File: src/rtl/traffic_light_fsm.sv
// rtl/traffic_light_fsm.sv - two-road intersection controller with pedestrian walk phase
module traffic_light_fsm #(
    parameter int GREEN_TICKS  = 20,
    parameter int YELLOW_TICKS = 6,
    parameter int ALLRED_TICKS = 2,
    parameter int WALK_TICKS   = 10,
    parameter int CNT_W        = 8
) (
    input  logic       clk,
    input  logic       rst,
    input  logic       tick,
    input  logic       ped_req,
    output logic [2:0] main_light,
    output logic [2:0] side_light,
    output logic       walk,
    output logic       ped_pending,
    output logic [2:0] state_dbg
);

    localparam int MAX_TICKS = (1 << CNT_W) - 1;

    if (GREEN_TICKS < 1 || GREEN_TICKS > MAX_TICKS ||
        YELLOW_TICKS < 1 || YELLOW_TICKS > MAX_TICKS ||
        ALLRED_TICKS < 1 || ALLRED_TICKS > MAX_TICKS ||
        WALK_TICKS < 1 || WALK_TICKS > MAX_TICKS) begin : g_bad_ticks
        $error("traffic_light_fsm: *_TICKS must be in 1..2**CNT_W-1");
    end

    typedef enum logic [2:0] {
        MAIN_GREEN  = 3'd0,
        MAIN_YELLOW = 3'd1,
        ALL_RED_A   = 3'd2,
        SIDE_GREEN  = 3'd3,
        SIDE_YELLOW = 3'd4,
        ALL_RED_B   = 3'd5,
        PED_WALK    = 3'd6
    } state_t;

    localparam logic [CNT_W-1:0] GREEN_LAST  = CNT_W'(GREEN_TICKS - 1);
    localparam logic [CNT_W-1:0] YELLOW_LAST = CNT_W'(YELLOW_TICKS - 1);
    localparam logic [CNT_W-1:0] ALLRED_LAST = CNT_W'(ALLRED_TICKS - 1);
    localparam logic [CNT_W-1:0] WALK_LAST   = CNT_W'(WALK_TICKS - 1);

    // Plain vector so an out-of-range encoding can exist and be recovered from.
    logic [2:0]       state;
    logic [2:0]       next_state;
    logic [CNT_W-1:0] tcnt;
    logic [CNT_W-1:0] last_cnt;
    logic             phase_done;
    logic             enter_walk;

    always_comb begin
        last_cnt   = '0;
        next_state = ALL_RED_B;
        case (state)
            MAIN_GREEN:  begin last_cnt = GREEN_LAST;  next_state = MAIN_YELLOW; end
            MAIN_YELLOW: begin last_cnt = YELLOW_LAST; next_state = ALL_RED_A;   end
            ALL_RED_A:   begin last_cnt = ALLRED_LAST; next_state = SIDE_GREEN;  end
            SIDE_GREEN:  begin last_cnt = GREEN_LAST;  next_state = SIDE_YELLOW; end
            SIDE_YELLOW: begin last_cnt = YELLOW_LAST; next_state = ALL_RED_B;   end
            ALL_RED_B:   begin
                last_cnt   = ALLRED_LAST;
                next_state = ped_pending ? PED_WALK : MAIN_GREEN;
            end
            PED_WALK:    begin last_cnt = WALK_LAST;   next_state = MAIN_GREEN;  end
            default:     begin last_cnt = '0;          next_state = ALL_RED_B;   end
        endcase
    end

    assign phase_done = tick && (tcnt == last_cnt);
    assign enter_walk = phase_done && (state == ALL_RED_B) && ped_pending;

    always_ff @(posedge clk or posedge rst) begin
        if (rst) begin
            state       <= ALL_RED_B;
            tcnt        <= '0;
            ped_pending <= 1'b0;
        end else begin
            if (state == 3'd7) begin
                state <= ALL_RED_B;
                tcnt  <= '0;
            end else if (phase_done) begin
                state <= next_state;
                tcnt  <= '0;
            end else if (tick) begin
                tcnt <= tcnt + CNT_W'(1);
            end

            // Clearing on walk entry takes priority over a press in the same cycle.
            if (enter_walk) begin
                ped_pending <= 1'b0;
            end else if (ped_req && state != PED_WALK) begin
                ped_pending <= 1'b1;
            end
        end
    end

    always_comb begin
        main_light = 3'b100;
        side_light = 3'b100;
        walk       = 1'b0;
        case (state)
            MAIN_GREEN:  main_light = 3'b001;
            MAIN_YELLOW: main_light = 3'b010;
            SIDE_GREEN:  side_light = 3'b001;
            SIDE_YELLOW: side_light = 3'b010;
            PED_WALK:    walk       = 1'b1;
            default:     ;
        endcase
    end

    assign state_dbg = state;

endmodule

File: config.mk
export PLATFORM = sky130hd
export DESIGN_NAME = traffic_light_fsm
export DESIGN_NICKNAME = d
export VERILOG_FILES = /design/src/rtl/traffic_light_fsm.sv
export SDC_FILE = /design/constraint.sdc
export NUM_CORES = 1
export LEC_CHECK = 0
export ABC_AREA = 0
export BUFFER_PORTS_ARGS = -buffer_cell sky130_fd_sc_hd__buf_2
export CAP_MARGIN = 20
export CORE_MARGIN = 1
export CORE_UTILIZATION = 54
export DETAILED_ROUTE_END_ITERATION = 16
export PLACE_DENSITY = 0.76
export SYNTH_ARGS = -nofsm -noshare
export SYNTH_HDL_FRONTEND = slang
export SYNTH_SLANG_ARGS = --single-unit
File: constraint.sdc
create_clock -name clk -period 2.2 [get_ports clk]
set_input_delay 0.33 -clock clk [delete_from_list [all_inputs] [get_ports clk]]
set_output_delay 0.33 -clock clk [all_outputs]
set_load 0.05 [all_outputs]
==> summary.md <==
| Metric | Value |
|---|---|
| Clock period minus worst slack | `~2.1 ns` |
| Hold bufs inserted after CTS | `0` |
| # setup viols final | `0` |
| Critical Path Start Type | `register` |
| Synth top cells by count | `nor2_1 (17), dfrtp_1 (10), nand2_1 (7), buf_2 (6), xor2_1 (5)` |
| Initial antenna violation count | `0` |
| Tcrit/Tclk final | `96.7%` |
| Vias per Instance | `~6.2` |
| Leakage | `approximately 0.43 nW` |
| Final Total Pwr | `~0.0015 W` |
| Worst Path Class, Setup | `register to output pin` |
| YS warnings | `0` |
| CTS buffer count | `3` |
| Area delta synth->final | `10.0%` |
| Final Cell Area | `approximately 0.0010 sq mm` |
| Syn avg cell area | `roughly 8.4 sq um` |
| H-tree levels | `1` |
| Drt total wl | `roughly 1.9 mm` |
| Hpwl dp | `1.34 mm` |
| Remaining Overflow, GRT | `0` |
| Slew at the pin closest to its max-slew limit | `around 0.56 ns` |
| Reg2reg end | `tcnt[2]` |
| Worst path arrival time | `1.80 ns` |
| Worst-path fanout max | `18` |
| Drt drc | `0` |
| Gr usage total | `a little under a quarter` |
| Final hold vios | `0` |
| Clock sink total | `12` |
| CTS tree | `yes` |
| Worst Slack Setup Final | `0.0717 ns` |
| Pre-CTS setup slack | `~0.25 ns` |
| Later-pin clock latency in the skew report | `between 0.2 and 0.3 ns` |
| Vias in the first global route | `about 730` |
| Power Dens Cells | `~1500 mW/mm^2` |
| Post-placement cell area | `963 sq um` |
| Largest net degree at the start of global routing | `24` |
| Slew Viols, Final | `0` |
| Antenna diodes | `0` |
| Worst Hold Class | `primary input to async pin` |
| FF+latch count, synth | `12` |
| Yosys cell types | `41` |
| Most instantiated library cell after synthesis | `nor2_1` |
| First-pass GRT wire length | `3.31 mm` |
| Nets | `roughly 120` |
| Status | `completed` |
| Filler Cell Count | `approximately 140` |
| Reg2reg setup slack | `around 0.27 ns` |
| Clock Skew | `between 0.003 and 0.004 ns` |
| Post-DRT Antenna Nets | `0` |
| Top FF cell, synth | `dfrtp_1` |
| Max-cap violations | `0` |
| DR vias | `828` |
| Unrepaired setup endpoints after global routing | `no` |
| Worst r2r path cells | `5` |
| I/O Buffers | `14` |
| Routed len/inst | `approximately 14 um` |
| Bufs on Longest Clock Path | `2` |
| Worst-path clk slew | `around 0.08 ns` |
| Initial drt markers | `27` |
| Fraction of synthesis flops using an asynchronous set or reset pin | `100%` |
| Io pins | `15` |
| Share of the synthesized area in the top cell type | `27.4%` |
| Core Util, Final | `65.1%` |
| Cells after Synth | `~110` |
| Number of synthesized flops with an enable pin | `0` |
| Routability Congestion | `slightly below 0.8` |
| Root Driver | `clkbuf_4` |
| Register Area | `307 sq um` |
| Setup tns final | `0 ns` |
| Largest area contributor in the netlist | `dfrtp_1` |
| Fraction of layout cells with a size suffix above 1 | `between 20% and 30%` |
| Initial Util | `roughly 59%` |
| Core outline area | `about 0.0015 sq mm` |
| Max Clk Rate | `around 0.47 GHz` |
| CP Capture Type | `output pin` |
| Die X | `roughly 43 um` |
| Slew HR | `62.4%` |
| Seq/Total Area, Yosys | `33.2%` |
| Area of the die | `0.00186 sq mm` |
| Multi-input logic area | `around 560 sq um` |
| Largest cells by area after synthesis | `dfrtp_1 (27%), nor2_1 (7.0%), dfstp_2 (5.8%)` |
| Critical Path RT | `around 1.9 ns` |
| Pre-antenna DRT Iters | `4` |
| Maximum VDD drop | `0.000914 V` |
| Post-Syn Area | `912 sq um` |
| FP Rows | `14` |
| Syn Nets | `~110` |
| R2r startpoint | `state_dbg[0]` |
| Overall die height | `between 40 and 50 um` |
## worst max path at each step
stage | from | to | cells past startpoint
after floorplan | state_dbg[1] | main_light[0] | 3
after global placement | state_dbg[0] | state_dbg[0] | 5
after detailed placement | state_dbg[0] | tcnt[2] | 5
after CTS | state_dbg[0] | side_light[2] | 4
after global routing | state_dbg[0] | side_light[2] | 4
final | state_dbg[0] | side_light[2] | 4
## power by group
group	internal, W	switching, W
sequential	0.000299	0.000169
combinational	0.000283	0.000537
clock	0.000101	0.0000783
## kinds of logic (layout without fill, tap and decap cells)
group                      count (synthesis)  after routing  synth area share, %
xor gates and xnor gates                   9              9                 8.64
adders and majority gates                  1              1                 1.37
muxes                                      1              1                 1.10
buffers and inverters                     13             22                 7.41
DFF                                       12             12                 33.2
AOI/OAI and AO/OA                         18             18                 15.2
and+or+nand+nor                           54             54                 33.1
## registers in the layout (all words and copies together), names as in the netlist
signal and count:
ped_pending 1, state_dbg 3, tcnt 8
## routing by layer
layer	wire length [um]	vias up	GRT usage (%)
met1	906	391	35.5
met2	874	25	33.7
met4	29	0	7.27
met3	74	5	2.55
met5	0	-	0
li1	-	407	-
## area by class of cell
cell class                 instances  area share (%)
inverter                           4            1.50
multi-input combinational         83            55.4
sequential                        12            30.5
clock buffer                       4            3.62
timing repair buffer              14            6.98
tap                               16            2.00
## cell usage in the layout (no fill, tap or decap), drive strengths merged, types with 2 or more instances in the layout
master / synthesis / routed
a221o: 2 / 2
a31oi: 2 / 2
and3: 3 / 3
nand3: 4 / 4
nand2: 7 / 7
a21oi: 4 / 4
dfrtp: 10 / 10
buf: 8 / 14
nor3: 5 / 5
or2: 2 / 2
nand4: 4 / 4
inv: 4 / 4
xnor2: 4 / 4
clkbuf: 1 / 4
nor2b: 2 / 2
nor2: 17 / 17
xor2: 5 / 5
nand2b: 2 / 2
nor4b: 3 / 3
o32ai: 3 / 3
dfstp: 2 / 2
## per-stage QoR
stage / hold slack (ns) / cells
3_3_place_gp: 0.359 / 129
2_1_floorplan: 0.193 / 108
4_1_cts: 0.0619 / 133
3_5_place_dp: 0.363 / 129
6_report: 0.0425 / 133
5_1_grt: 0.0971 / 133
## critical path: stages (launching register included)
cell,delay (ns)
dfstp_4,0.72
inv_1,0.18
and3_1,0.26
nor2_2,0.10
buf_2,0.26
## what timing repair did
item / 4_1_cts / 5_1_grt
gates resized for setup: 0 / 1
setup endpoints to repair: 0 / 1
buffers inserted: 0 / 0
No activity file was read; power rests on OpenSTA's default activity.
